### config.mk
export PLATFORM = sky130hd
export DESIGN_NAME = spi_boot_sequencer_flat
export DESIGN_NICKNAME = d
export VERILOG_FILES = /design/src/rtl/spi_boot_sequencer_if.sv /design/src/rtl/spi_boot_sequencer.sv /design/src/flat_wrapper.sv
export SDC_FILE = /design/constraint.sdc
export NUM_CORES = 1
export LEC_CHECK = 0
export ABC_AREA = 1
export BUFFER_PORTS_ARGS = -buffer_cell sky130_fd_sc_hd__buf_4
export CAP_MARGIN = 20
export CORE_UTILIZATION = 54
export CTS_BUF_LIST = sky130_fd_sc_hd__clkbuf_4 sky130_fd_sc_hd__clkbuf_8
export DETAILED_ROUTE_END_ITERATION = 8
export PLACE_DENSITY_LB_ADDON = 0.08
export SYNTH_ARGS = -nofsm -noshare
export SYNTH_HDL_FRONTEND = slang
export SYNTH_SLANG_ARGS = --single-unit
### constraint.sdc
create_clock -name i_clk -period 1.9 [get_ports i_clk]
set_clock_uncertainty 0.05 [all_clocks]
set_input_delay 0 -clock i_clk [delete_from_list [all_inputs] [get_ports i_clk]]
set_output_delay 0 -clock i_clk [all_outputs]
set_load 0.005 [all_outputs]
### src/rtl/spi_boot_sequencer_if.sv
// Bus bundle between the boot sequencer, the SPI register block, the CPU window and boot RAM.
// Signal names are from the sequencer's point of view (master modport).
interface spi_boot_sequencer_if;
  logic [1:0]  o_spiAddr;
  logic [15:0] o_spiWrData;
  logic        o_spiWrEn;
  logic [15:0] i_spiRdData;
  logic [1:0]  i_cpuAddr;
  logic [15:0] i_cpuWrData;
  logic        i_cpuWrEn;
  logic [15:0] o_cpuRdData;
  logic [15:0] o_ramAddr;
  logic [15:0] o_ramData;
  logic        o_ramWrEn;

  modport master (
    output o_spiAddr, o_spiWrData, o_spiWrEn, o_cpuRdData,
    output o_ramAddr, o_ramData, o_ramWrEn,
    input  i_spiRdData, i_cpuAddr, i_cpuWrData, i_cpuWrEn
  );

  modport slave (
    input  o_spiAddr, o_spiWrData, o_spiWrEn, o_cpuRdData,
    input  o_ramAddr, o_ramData, o_ramWrEn,
    output i_spiRdData, i_cpuAddr, i_cpuWrData, i_cpuWrEn
  );
endinterface

### src/rtl/spi_boot_sequencer.sv
// Boot-time owner of the SPI window: unlocks, streams WORD_COUNT words from flash to RAM, relocks.
// Optional SPI_BOOT_CKSUM_EN: last word must equal the 16-bit wrap sum of all earlier words.
module spi_boot_sequencer #(
  parameter int unsigned WORD_COUNT = 256,
  parameter logic [23:0] FLASH_ADDR = 24'h000000,
  parameter logic [15:0] RAM_BASE   = 16'h0000,
  parameter int unsigned POLL_LIMIT = 32
) (
  input  logic                 i_clk,
  input  logic                 i_rst,
  spi_boot_sequencer_if.master bus,
  output logic                 o_bootDone,
  output logic                 o_bootErr
);

  typedef enum logic [3:0] {
    S_UNLOCK, S_CHK, S_WR, S_GAP, S_POLL, S_CAP, S_RAMWR, S_RELOCK, S_DONE, S_ERR, S_HALT
  } state_t;

  typedef enum logic [2:0] {B_CMD, B_A2, B_A1, B_A0, B_HI, B_LO} byte_t;

  state_t      r_state, w_state;
  byte_t       r_byte, w_byte;
  logic        r_armed;
  logic [15:0] r_poll, w_poll, w_pollInc;
  logic [15:0] r_cnt, w_cnt;
  logic [7:0]  r_hi, w_hi, r_lo, w_lo, w_tx;
  logic        r_bootDone, w_bootDone, r_bootErr, w_bootErr;
  logic        w_last;
  logic [1:0]  w_spiAddr;
  logic [15:0] w_spiWrData, w_cpuRdData, w_ramAddr, w_ramData, w_rd;
  logic        w_spiWrEn, w_ramWrEn;
`ifdef SPI_BOOT_CKSUM_EN
  logic [15:0] r_sum, w_sum;
`endif

  assign w_rd      = bus.i_spiRdData;
  assign w_pollInc = r_poll + 16'd1;
  assign w_last    = (32'(r_cnt) + 32'd1) == WORD_COUNT;

  always_comb begin
    unique case (r_byte)
      B_CMD:   w_tx = 8'h03;
      B_A2:    w_tx = FLASH_ADDR[23:16];
      B_A1:    w_tx = FLASH_ADDR[15:8];
      B_A0:    w_tx = FLASH_ADDR[7:0];
      default: w_tx = 8'h00;
    endcase
  end

  always_comb begin
    w_state     = r_state;
    w_byte      = r_byte;
    w_poll      = r_poll;
    w_cnt       = r_cnt;
    w_hi        = r_hi;
    w_lo        = r_lo;
    w_bootDone  = r_bootDone;
    w_bootErr   = r_bootErr;
    w_spiAddr   = '0;
    w_spiWrData = '0;
    w_spiWrEn   = 1'b0;
    w_cpuRdData = '0;
    w_ramAddr   = '0;
    w_ramData   = '0;
    w_ramWrEn   = 1'b0;
`ifdef SPI_BOOT_CKSUM_EN
    w_sum       = r_sum;
`endif
    case (r_state)
      // Unlock is held off one clock after reset so all outputs read zero while in reset.
      S_UNLOCK: if (r_armed) begin
        w_spiAddr   = 2'b01;
        w_spiWrData = 16'h2024;
        w_spiWrEn   = 1'b1;
        w_state     = S_CHK;
      end
      S_CHK: begin
        if (w_rd[14]) begin
          w_byte  = B_CMD;
          w_state = S_WR;
        end else begin
          w_bootErr = 1'b1;
          w_state   = S_ERR;
        end
      end
      S_WR: begin
        w_spiAddr   = 2'b10;
        w_spiWrData = {8'h00, w_tx};
        w_spiWrEn   = 1'b1;
        w_poll      = '0;
        w_state     = S_GAP;
      end
      S_GAP: begin
        w_spiAddr = 2'b10;
        w_state   = S_POLL;
      end
      S_POLL: begin
        w_poll = w_pollInc;
        if (w_rd[15]) begin
          w_poll = '0;
          unique case (r_byte)
            B_CMD:   begin w_byte = B_A2; w_state = S_WR; end
            B_A2:    begin w_byte = B_A1; w_state = S_WR; end
            B_A1:    begin w_byte = B_A0; w_state = S_WR; end
            B_A0:    begin w_byte = B_HI; w_state = S_WR; end
            default: w_state = S_CAP;
          endcase
        end else if (32'(w_pollInc) > POLL_LIMIT) begin
          w_bootErr = 1'b1;
          w_state   = S_ERR;
        end
      end
      S_CAP: begin
        w_spiAddr = 2'b10;
        if (r_byte == B_HI) begin
          w_hi    = w_rd[7:0];
          w_byte  = B_LO;
          w_state = S_WR;
        end else begin
          w_lo    = w_rd[7:0];
          w_state = S_RAMWR;
        end
      end
      S_RAMWR: begin
        w_ramWrEn = 1'b1;
        w_ramAddr = RAM_BASE + r_cnt;
        w_ramData = {r_hi, r_lo};
        w_cnt     = r_cnt + 16'd1;
        w_byte    = B_HI;
        w_state   = w_last ? S_RELOCK : S_WR;
`ifdef SPI_BOOT_CKSUM_EN
        w_sum = r_sum + {r_hi, r_lo};
        if (w_last && ({r_hi, r_lo} != r_sum)) begin
          w_bootErr = 1'b1;
          w_state   = S_ERR;
        end
`endif
      end
      S_RELOCK: begin
        w_spiAddr  = 2'b01;
        w_spiWrEn  = 1'b1;
        w_bootDone = 1'b1;
        w_state    = S_DONE;
      end
      S_DONE: begin
        w_spiAddr   = bus.i_cpuAddr;
        w_spiWrData = bus.i_cpuWrData;
        w_spiWrEn   = bus.i_cpuWrEn;
        w_cpuRdData = w_rd;
      end
      S_ERR: begin
        w_spiAddr = 2'b01;
        w_spiWrEn = 1'b1;
        w_state   = S_HALT;
      end
      default: ;
    endcase
  end

  always_ff @(posedge i_clk or posedge i_rst) begin
    if (i_rst) begin
      r_state    <= S_UNLOCK;
      r_byte     <= B_HI;
      r_armed    <= 1'b0;
      r_poll     <= '0;
      r_cnt      <= '0;
      r_hi       <= '0;
      r_lo       <= '0;
      r_bootDone <= 1'b0;
      r_bootErr  <= 1'b0;
`ifdef SPI_BOOT_CKSUM_EN
      r_sum      <= '0;
`endif
    end else begin
      r_state    <= w_state;
      r_byte     <= w_byte;
      r_armed    <= 1'b1;
      r_poll     <= w_poll;
      r_cnt      <= w_cnt;
      r_hi       <= w_hi;
      r_lo       <= w_lo;
      r_bootDone <= w_bootDone;
      r_bootErr  <= w_bootErr;
`ifdef SPI_BOOT_CKSUM_EN
      r_sum      <= w_sum;
`endif
    end
  end

  assign bus.o_spiAddr   = w_spiAddr;
  assign bus.o_spiWrData = w_spiWrData;
  assign bus.o_spiWrEn   = w_spiWrEn;
  assign bus.o_cpuRdData = w_cpuRdData;
  assign bus.o_ramAddr   = w_ramAddr;
  assign bus.o_ramData   = w_ramData;
  assign bus.o_ramWrEn   = w_ramWrEn;
  assign o_bootDone      = r_bootDone;
  assign o_bootErr       = r_bootErr;

endmodule

### src/flat_wrapper.sv
// flat-port wrapper written by rule: the top's interface ports become plain ports
module spi_boot_sequencer_flat 
#(
  parameter int unsigned WORD_COUNT = 256,
  parameter logic [23:0] FLASH_ADDR = 24'h000000,
  parameter logic [15:0] RAM_BASE   = 16'h0000,
  parameter int unsigned POLL_LIMIT = 32
)
  (i_clk, i_rst, o_bootDone, o_bootErr, bus_o_spiAddr, bus_o_spiWrData, bus_o_spiWrEn, bus_o_cpuRdData, bus_o_ramAddr, bus_o_ramData, bus_o_ramWrEn, bus_i_spiRdData, bus_i_cpuAddr, bus_i_cpuWrData, bus_i_cpuWrEn);
  spi_boot_sequencer_if bus_i ();
  input  logic i_clk;
  input  logic i_rst;
  output logic o_bootDone;
  output logic o_bootErr;
  output wire logic [$bits(bus_i.o_spiAddr)-1:0] bus_o_spiAddr;
  output wire logic [$bits(bus_i.o_spiWrData)-1:0] bus_o_spiWrData;
  output wire logic [$bits(bus_i.o_spiWrEn)-1:0] bus_o_spiWrEn;
  output wire logic [$bits(bus_i.o_cpuRdData)-1:0] bus_o_cpuRdData;
  output wire logic [$bits(bus_i.o_ramAddr)-1:0] bus_o_ramAddr;
  output wire logic [$bits(bus_i.o_ramData)-1:0] bus_o_ramData;
  output wire logic [$bits(bus_i.o_ramWrEn)-1:0] bus_o_ramWrEn;
  input wire logic [$bits(bus_i.i_spiRdData)-1:0] bus_i_spiRdData;
  input wire logic [$bits(bus_i.i_cpuAddr)-1:0] bus_i_cpuAddr;
  input wire logic [$bits(bus_i.i_cpuWrData)-1:0] bus_i_cpuWrData;
  input wire logic [$bits(bus_i.i_cpuWrEn)-1:0] bus_i_cpuWrEn;
  assign bus_o_spiAddr = bus_i.o_spiAddr;
  assign bus_o_spiWrData = bus_i.o_spiWrData;
  assign bus_o_spiWrEn = bus_i.o_spiWrEn;
  assign bus_o_cpuRdData = bus_i.o_cpuRdData;
  assign bus_o_ramAddr = bus_i.o_ramAddr;
  assign bus_o_ramData = bus_i.o_ramData;
  assign bus_o_ramWrEn = bus_i.o_ramWrEn;
  assign bus_i.i_spiRdData = bus_i_spiRdData;
  assign bus_i.i_cpuAddr = bus_i_cpuAddr;
  assign bus_i.i_cpuWrData = bus_i_cpuWrData;
  assign bus_i.i_cpuWrEn = bus_i_cpuWrEn;
  spi_boot_sequencer #(.WORD_COUNT(WORD_COUNT), .FLASH_ADDR(FLASH_ADDR), .RAM_BASE(RAM_BASE), .POLL_LIMIT(POLL_LIMIT)) u_core (.i_clk(i_clk), .i_rst(i_rst), .bus(bus_i), .o_bootDone(o_bootDone), .o_bootErr(o_bootErr));
endmodule
Word level (Yosys, flattened, before mapping):

Index checks and enable logic that the tools add are counted.

* register bits after elaboration: 58
* logic and storage cells: 82
* input port bits: 37

* bitwise gates (word level): 1
* $add $sub $neg: 3
* reduce and logical (&&, ||, !) cells: 15
* multiplexer cells: 30
* eq/ne operators: 23
* order comparisons: 1

Operators with widths (count)
* two-way mux 16 bit: 4
* case mux 16 bit (3 select lines): 1
* case mux 4 bit (9 select lines): 1
* adder 16 x 1 -> 16 bit, second input constant: 2
* == test 32 x 9 -> 1 bit, second input constant: 1
* case mux 16 bit (2 select lines): 1
* case mux 3 bit (4 select lines): 2
* two-way mux 3 bit: 6
* adder 16 x 1 -> 17 bit, second input constant: 1
* == test 4 x 3 -> 1 bit, second input constant: 4
* greater-than comparator 16 x 6 -> 1 bit, second input constant: 1
* two-way mux 4 bit: 4
* two-way mux 14 bit: 1
* nonzero test 9 bit: 1
* == test 4 x 2 -> 1 bit, second input constant: 2
* == test 4 bit, second input constant: 2
* inequality test 2 bit, second input constant: 4
* case mux 2 bit (4 select lines): 1
* == test 3 x 2 -> 1 bit, second input constant: 2
* two-way mux 1 bit: 6
* inequality test 2 x 1 -> 1 bit, second input constant: 3
* OR reduction 3 bit: 2
* inequality test 5 bit, second input constant: 1
* AND reduction 5 bit: 1
* other kinds (17): 19

Longest topological paths before layout:

Gate-level depths: netlist of the first run.

* depth after elaboration: 5
* mapped depth: 13

Worst setup path before layout of the first run:

No wires, ideal clock.

* path type: reg2reg
* start point: register u_core.r_poll[1]
* end point: register u_core.r_state[0]
* library setup time: 0.118 ns
* slack: 0.251 ns
* path buffers: 0
* cell stages (with the launch flop): 11
* arrival: 1.482 ns
* required time: 1.732 ns
* cells stage by stage: dfrtp_1 > ha_1 > nand2_2 > nor2_2 > nand3_1 > nand2_1 > nand3_1 > nor2_1 > nand4_2 > nand3_1 > nand2_1

* word-level cells in the longest chain between the ends: 4

Ends and longest elaborated chain
* from (decl): RTL line spi_boot_sequencer.sv:25 `logic [15:0] r_poll, w_poll, w_pollInc;`
* from (signal assigned): RTL line spi_boot_sequencer.sv:179 `r_poll <= w_poll;`
* adder 16 x 1 -> 16 bit: RTL line spi_boot_sequencer.sv:38 `assign w_pollInc = r_poll + 16'd1;`
* greater-than comparator 16 x 6 -> 1 bit: RTL line spi_boot_sequencer.sv:109 `end else if (32'(w_pollInc) > POLL_LIMIT) begin`
* inequality test 3 x 2 -> 1 bit (no source line)
* AND reduction 3 bit (no source line)
* to (signal assigned): RTL line spi_boot_sequencer.sv:176 `r_state <= w_state;`
* to (decl): RTL line spi_boot_sequencer.sv:22 `state_t r_state, w_state;`

Every way passes these cells.
A chain may end at the register's enable or synchronous reset.

Worst setup path in the final report of the first run:

* start point: register u_core.r_state[0]
* end point: output bus_o_spiAddr[1]

* word-level cells in the longest chain between the ends: 3
* elaborated cells on any way between the ends: 10
* those cells by class: eq/ne: 6; mux: 1; reduce/logical: 3

Ends and longest elaborated chain
* == test 4 x 2 -> 1 bit (tied with other cells): RTL line spi_boot_sequencer.sv:70 `case (r_state)`
* OR reduction 3 bit (no source line) / OR reduction 2 bit (equally long branches)
* case mux 2 bit (4 select lines) *: RTL line spi_boot_sequencer.sv:70
* to (decl): RTL line flat_wrapper.sv:15 `output wire logic [$bits(bus_i.o_spiAddr)-1:0] bus_o_spiAddr;`

Every way passes the cells marked *; elsewhere a longest branch is shown, timed or not.

==> flow_summary.ini, run 1 <==
[setup_path]
cp.required_ns = 1.85
r2r_setup_slack_ns = 0.02
startpoint_type = flip-flop
r2r-start = u_core.r_state[3]
endpoint_kind = output pin
worstPathArrival_ns = 1.86
reg2regPathDepth = 8
crit_fanout = 8
worstSetupPathType = reg -> out
rr_endpoint = u_core.r_poll[6]

[cells_and_area]
area_growth_pct = 44.7
nNetsFinal = 778
final_area_sq_mm = 0.00544
drive_gt1_share_pct = 29.7
utilization_pct = 80.5
final_cells = 821
fillerInstances = 468
diodes = 0

[place]
place_area_sq_mm = 0.00474
hpwlAfterDp_um = 7390
port_buffers = 106
pre_cts_slack_ns = 0.0151
placed_cells = 774
gp_congestion = 0.921

[global_route]
grt-ovfl-total = 0
antenna_found_initial = 0
grtUsageTotal_pct = 29.2
grt_pass1_vias = 4044
grt_max_degree = 59
grtUsageMet1_pct = 36.0
use_met3_pct = 5.06
grt-busiest-layer = met2
use_met2_pct = 50.5
grt_pass1_wl_um = 17300

[cts]
clock_latency_ns = 0.34
htree_num_levels = 3
cts_tree = yes
cts.clk_slew.worst_paths_ns = 0.07
ctsRootBufferMaster = clkbuf_8
numCtsBuffers = 9
cts.path.max_buffers = 2
clock-sinks = 58

[pwr]
total_power_mw = 2.52
power_density_mw_per_mm2 = 462
ir_drop_mv = 0.524
power_leakage_nw = 3.06

[routing]
via_count = 4399
drc = 0
drt_iter0_drc = 370
wl_um = 11300
drt-pass1-iter-count = 7
vias_per_cell = 5.36
wl_per_cell_um = 13.7
ant_nets = 0

[yosys]
synthFlopType = dfrtp_1
synth_cells = 586
yosys_register_bits = 58
ys_seq_area_share_pct = 38.6
async_flop_share_pct = 100
syn_nets = 626
syn_avg_cell_area_sq_um = 6.42
syn-cell-area_sq_mm = 0.00376
synth_cell_types = 32
synth_edf_count = 0
yosys_warnings = 0

[hold_path]
min_path_cells = 6
hold_class = in -> reg
holdCritStartpoint = bus_i_spiRdData[14]
holdPathEnd = u_core.o_bootErr

[die]
die_area_sq_mm = 0.00730
io_pins = 107
rows = 30
die_w_um = 85.5
core_sq_mm = 0.00676
die_h_um = 85.5
initial_core_util_pct = 55.7

[timing]
min_period_ns = 1.91
finalSetupViolCount = 5
min_period_over_period_pct = 101
worst_slack_ns = -0.0103
slew_violations = 0
hold_violations = 0
fmax_ghz = 0.523
rsz0062_at_grt = true

[outcome]
violations = negative setup slack
status = finished with violations

[run]
max_cap_violations = 0
==> metrics by stage <==
step / setup TNS [ns] / hold WS, ns
4_1_cts: -0.0354 / 0.00373
3_5_place_dp: 0 / 0.0394
6_report: -0.0319 / 0.0149
2_1_floorplan: 0 / 0.0207
3_3_place_gp: 0 / 0.0356
5_1_grt: -1.61 / 0.0410
==> kinds of logic after synthesis <==
family          synth area share [%]
compound gates                  9.78
xor+xnor                       0.233
fa+ha+maj                      0.998
buf+inv                         11.3
flops                           38.6
other cells                   0.0997
simple gates                    38.9
==> cells in the final DEF, fill, tap and decap left out, types with 5 or more instances in the layout <==
cell | netlist | layout
nor2_1 | 104 | 94
inv_1 | 98 | 93
o21ai_0 | 42 | 42
nand2_2 | 6 | 17
nand3_1 | 37 | 33
dfrtp_1 | 57 | 52
inv_2 | 2 | 5
clkbuf_8 | 0 | 11
buf_4 | 0 | 135
o22ai_1 | 10 | 10
dfrtp_2 | 0 | 5
nor2_4 | 3 | 16
nor2_2 | 10 | 7
dlygate4sd3_1 | 0 | 10
nand2_1 | 164 | 152
nand4_1 | 16 | 16
==> Yosys cell counts (2+ instances only) <==
| cell type | instances | area, sq um |
|---|---|---|
| a31oi_1 | 3 | 18.8 |
| o21ai_0 | 42 | 210 |
| o31ai_1 | 2 | 15.0 |
| nand2_1 | 164 | 616 |
| nor2_1 | 104 | 390 |
| dfrtp_1 | 57 | 1430 |
| buf_2 | 2 | 10.0 |
| o22ai_1 | 10 | 62.6 |
| ha_1 | 3 | 37.5 |
| nand4_1 | 16 | 100 |
| clkbuf_1 | 10 | 37.5 |
| nand3_1 | 37 | 185 |
| nand2_2 | 6 | 37.5 |
| nor2_2 | 10 | 62.6 |
| o311ai_0 | 2 | 17.5 |
| inv_2 | 2 | 7.51 |
| nor2_4 | 3 | 33.8 |
| inv_1 | 98 | 368 |
| nor3_1 | 2 | 10.0 |
==> flip-flops by register name, summed over array words and instances, names as in the netlist <==
name,flops
u_core.o_bootDone,1
u_core.r_state,4
u_core.r_byte,3
u_core.r_poll,16
u_core.r_armed,1
u_core.r_hi,8
u_core.o_bootErr,1
u_core.r_lo,8
u_core.r_cnt,16
==> worst max-delay path, stage by stage (launching register included) <==
cell,delay (ns)
dfrtp_2,0.44
inv_2,0.09
nand2_2,0.06
buf_6,0.12
nor3_4,0.29
buf_4,0.18
buf_8,0.12
nand2_4,0.04
nand4_1,0.07
buf_4,0.12
==> area by class of cell <==
| cell class | count | area, sq um | share of cell area (%) |
|---|---|---|---|
| clock inverters | 3 | 40.0 | 0.736 |
| multi-input cells | 415 | 2070 | 38.1 |
| inverters | 101 | 388 | 7.13 |
| well taps | 80 | 100 | 1.84 |
| repair buffers | 152 | 1220 | 22.5 |
| clock buffers | 11 | 151 | 2.78 |
| repair inverters | 1 | 6.26 | 0.115 |
| flip-flops and latches | 58 | 1460 | 26.8 |
==> where the power goes <==
part | switching [mW] | leakage (nW) | total, mW | internal (mW)
Combinational | 0.0549 | 2.35 | 0.123 | 0.0684
Clock | 0.497 | 0.101 | 1.16 | 0.659
Sequential | 0.000900 | 0.607 | 1.24 | 1.24
==> timing repair <==
item                                    CTS  global route
hold buffers                             10             0
endpoints found under the setup margin   33            81
cloned                                    0             1
buffers inserted                          0            22
pin swaps                                 0            26
resized for setup                         5            67
hold endpoints to repair                 76             0
==> how the worst max path moves through the flow <==
stage	start	to	slack, ns
5_1_grt	u_core.r_state[0]	bus_o_spiWrData[2]	-0.1
4_1_cts	u_core.r_state[3]	u_core.r_poll[2]	-0.02
3_3_place_gp	u_core.r_cnt[0]	u_core.r_state[0]	0.11
3_5_place_dp	u_core.r_cnt[0]	u_core.r_state[0]	0.02
6_report	u_core.r_state[0]	bus_o_spiAddr[1]	-0.01
2_1_floorplan	u_core.r_poll[1]	u_core.r_state[0]	0.25
==> per-layer routing <==
metal	vias up	routed length [um]
li1	2128	-
met4	0	273
met3	37	742
met2	198	5540
met5	-	0
met1	2036	4700
(Power assumes the default switching activity.)
==> run 2: changes to the inputs <==
--- a/config.mk
+++ b/config.mk
@@ -11,6 +11,7 @@
 export CORE_UTILIZATION = 54
 export CTS_BUF_LIST = sky130_fd_sc_hd__clkbuf_4 sky130_fd_sc_hd__clkbuf_8
 export DETAILED_ROUTE_END_ITERATION = 8
+export GPL_ROUTABILITY_DRIVEN = 0
 export PLACE_DENSITY_LB_ADDON = 0.08
 export SYNTH_ARGS = -nofsm -noshare
 export SYNTH_HDL_FRONTEND = slang
==> constraint.sdc (replaced) <==
create_clock -name i_clk -period 1.9 [get_ports i_clk]
set_clock_uncertainty 0.05 [all_clocks]
set_input_delay 0.57 -clock i_clk [delete_from_list [all_inputs] [get_ports i_clk]]
set_output_delay 0.57 -clock i_clk [all_outputs]
set_load 0.005 [all_outputs]
==> run 2 against run 1 <==
  * The flow still finishes with violations (negative setup slack)
  * Register-to-register slack got worse by 0.22 ns
  * Total power grew 4.4%
  * Routed wire length up 21%
  * Sequential power hardly changed
  * Critical path type unchanged
  * Critical endpoint unchanged
==> flow_summary.ini, run 2 (same netlist as run 1, synthesis figures left out) <==
[timing]
slew_violations = 0
min_period_ns = 2.43
fmax_ghz = 0.411
worst_hold_slack_ns = 0.252
hold_violations = 0
finalSetupViolCount = 76
worst_slack_ns = -0.531
fin_tns_setup_ns = -24.25
rsz0062_at_grt = true
min_period_over_period_pct = 128

[cells_and_area]
diodes = 0
final_area_sq_mm = 0.00565
nNetsFinal = 777
area_growth_pct = 50.2
mostFrequentLayoutCells = 149 x nand2_1, 125 x buf_4, 92 x inv_1, 68 x nor2_1, 52 x dfrtp_1
final_common_cell = nand2_1
reg.largest.list = u_core.r_cnt (16), u_core.r_poll (16)
utilization_pct = 83.6
drive_gt1_share_pct = 35.4

[routing]
via_count = 4760
drt_iter0_drc = 461
wl_um = 13700
drt-pass1-iter-count = 6
vias_per_cell = 5.80
drc = 0
wl_per_cell_um = 16.6
ant_nets = 0

[place]
port_buffers = 106
place_area_sq_mm = 0.00487
hpwlAfterDp_um = 7420

[run]
max_cap_violations = 0

[die]
io_pins = 107
initial_core_util_pct = 55.7
die_area_sq_mm = 0.00730
core_sq_mm = 0.00676
rows = 30
die_w_um = 85.5
die_h_um = 85.5

[global_route]
grt_pass1_vias = 4030
grt_max_degree = 59
antenna_found_initial = 0
grt_pass1_wl_um = 16900
grt-ovfl-total = 0
grtUsageTotal_pct = 28.9

[setup_path]
cp.required_ns = 1.28
crit_chain = nand2_2, buf_4, inv_1, nand2_1, nand4_1, buf_4
startpoint_type = flip-flop
critical_path.max_stage_delay_ns = 0.49
r2r-start = u_core.r_state[3]
path_common_cell = buf_4
worstPathArrival_ns = 1.81
startpoint = u_core.r_state[2]
worstSetupPathType = reg -> out
critical-path-top-delay-family = simple AND/OR/NAND/NOR gates
path_buf_inv = 3
crit_fanout = 5
endpoint_kind = output pin
slowest_stage = dfrtp_2

[cts]
clock-sinks = 58
cts_tree = yes
htree_num_levels = 3
numCtsBuffers = 9
cts_hold_buf = 0
ctsRootBufferMaster = clkbuf_8
cts.clk_slew.worst_paths_ns = 0.08
clock_latency_ns = 0.37
cts.path.max_buffers = 2

[outcome]
status = finished with violations
violations = negative setup slack

[pwr]
power_density_mw_per_mm2 = 465
power_leakage_nw = 3.10
ir_drop_mv = 0.447
total_power_mw = 2.63

[hold_path]
hold_class = in -> async
==> run 2: changes by cell type in the layout (fill, tap and decap cells not counted), moves of 8 or more <==
cell	delta
nor2_4	+8
buf_4	-10
buf_6	+16
nor2_1	-26
nor2_2	+18
dlygate4sd3_1	-10
==> run 2: layout make-up <==
cell class	count	area (sq um)
inverter	101	393
sequential	58	1460
fill	410	1110
tap	80	100
multi-input combinational	415	2180
clock inverter	6	82.6
timing repair buffer	152	1310
clock buffer	9	124
==> run 2: repair_timing <==
action,4_1_cts,5_1_grt
setup buffers,10,8
gates cloned,1,2
pin swaps,3,27
setup endpoints to repair,73,92
gates resized for setup,27,90
==> run 2: final timing paths <==
kind	to	slack (ns)	cells past startpoint
worst max-delay path	bus_o_spiAddr[1]	-0.53	6
worst min-delay path	u_core.r_byte[1]	0.25	3
worst max register to register	u_core.r_state[0]	-0.20	14
worst min register to register	u_core.r_lo[2]	0.44	2
max in group asynchronous	u_core.r_byte[2]	1.25	3
min in group i_clk	u_core.r_lo[2]	0.44	2
==> run 2: per-stage QoR <==
| stage | setup WS, ns | instances |
|---|---|---|
| 2_1_floorplan | 0.0128 | 586 |
| 3_3_place_gp | 0.0225 | 786 |
| 3_5_place_dp | -0.0303 | 786 |
| 4_1_cts | -0.325 | 811 |
| 5_1_grt | -0.577 | 821 |
| 6_report | -0.531 | 821 |
==> run 2: worst min-delay path, delay by kind of cell <==
kind / cells / cell delay (ns)
buffers and inverters: 3 / 0.49
==> run 2: report_power, final <==
group	internal [mW]	switching [mW]
Combinational	0.0560	0.0626
Clock	0.723	0.548
Sequential	1.24	0.000550
==> run 2: layer usage <==
layer | track usage (%) | part of all wire, %
met1 | 33.9 | 36
met2 | 52.4 | 50
met3 | 5.35 | 8.5
met4 | 10.5 | 5.4
met5 | 0 | 0
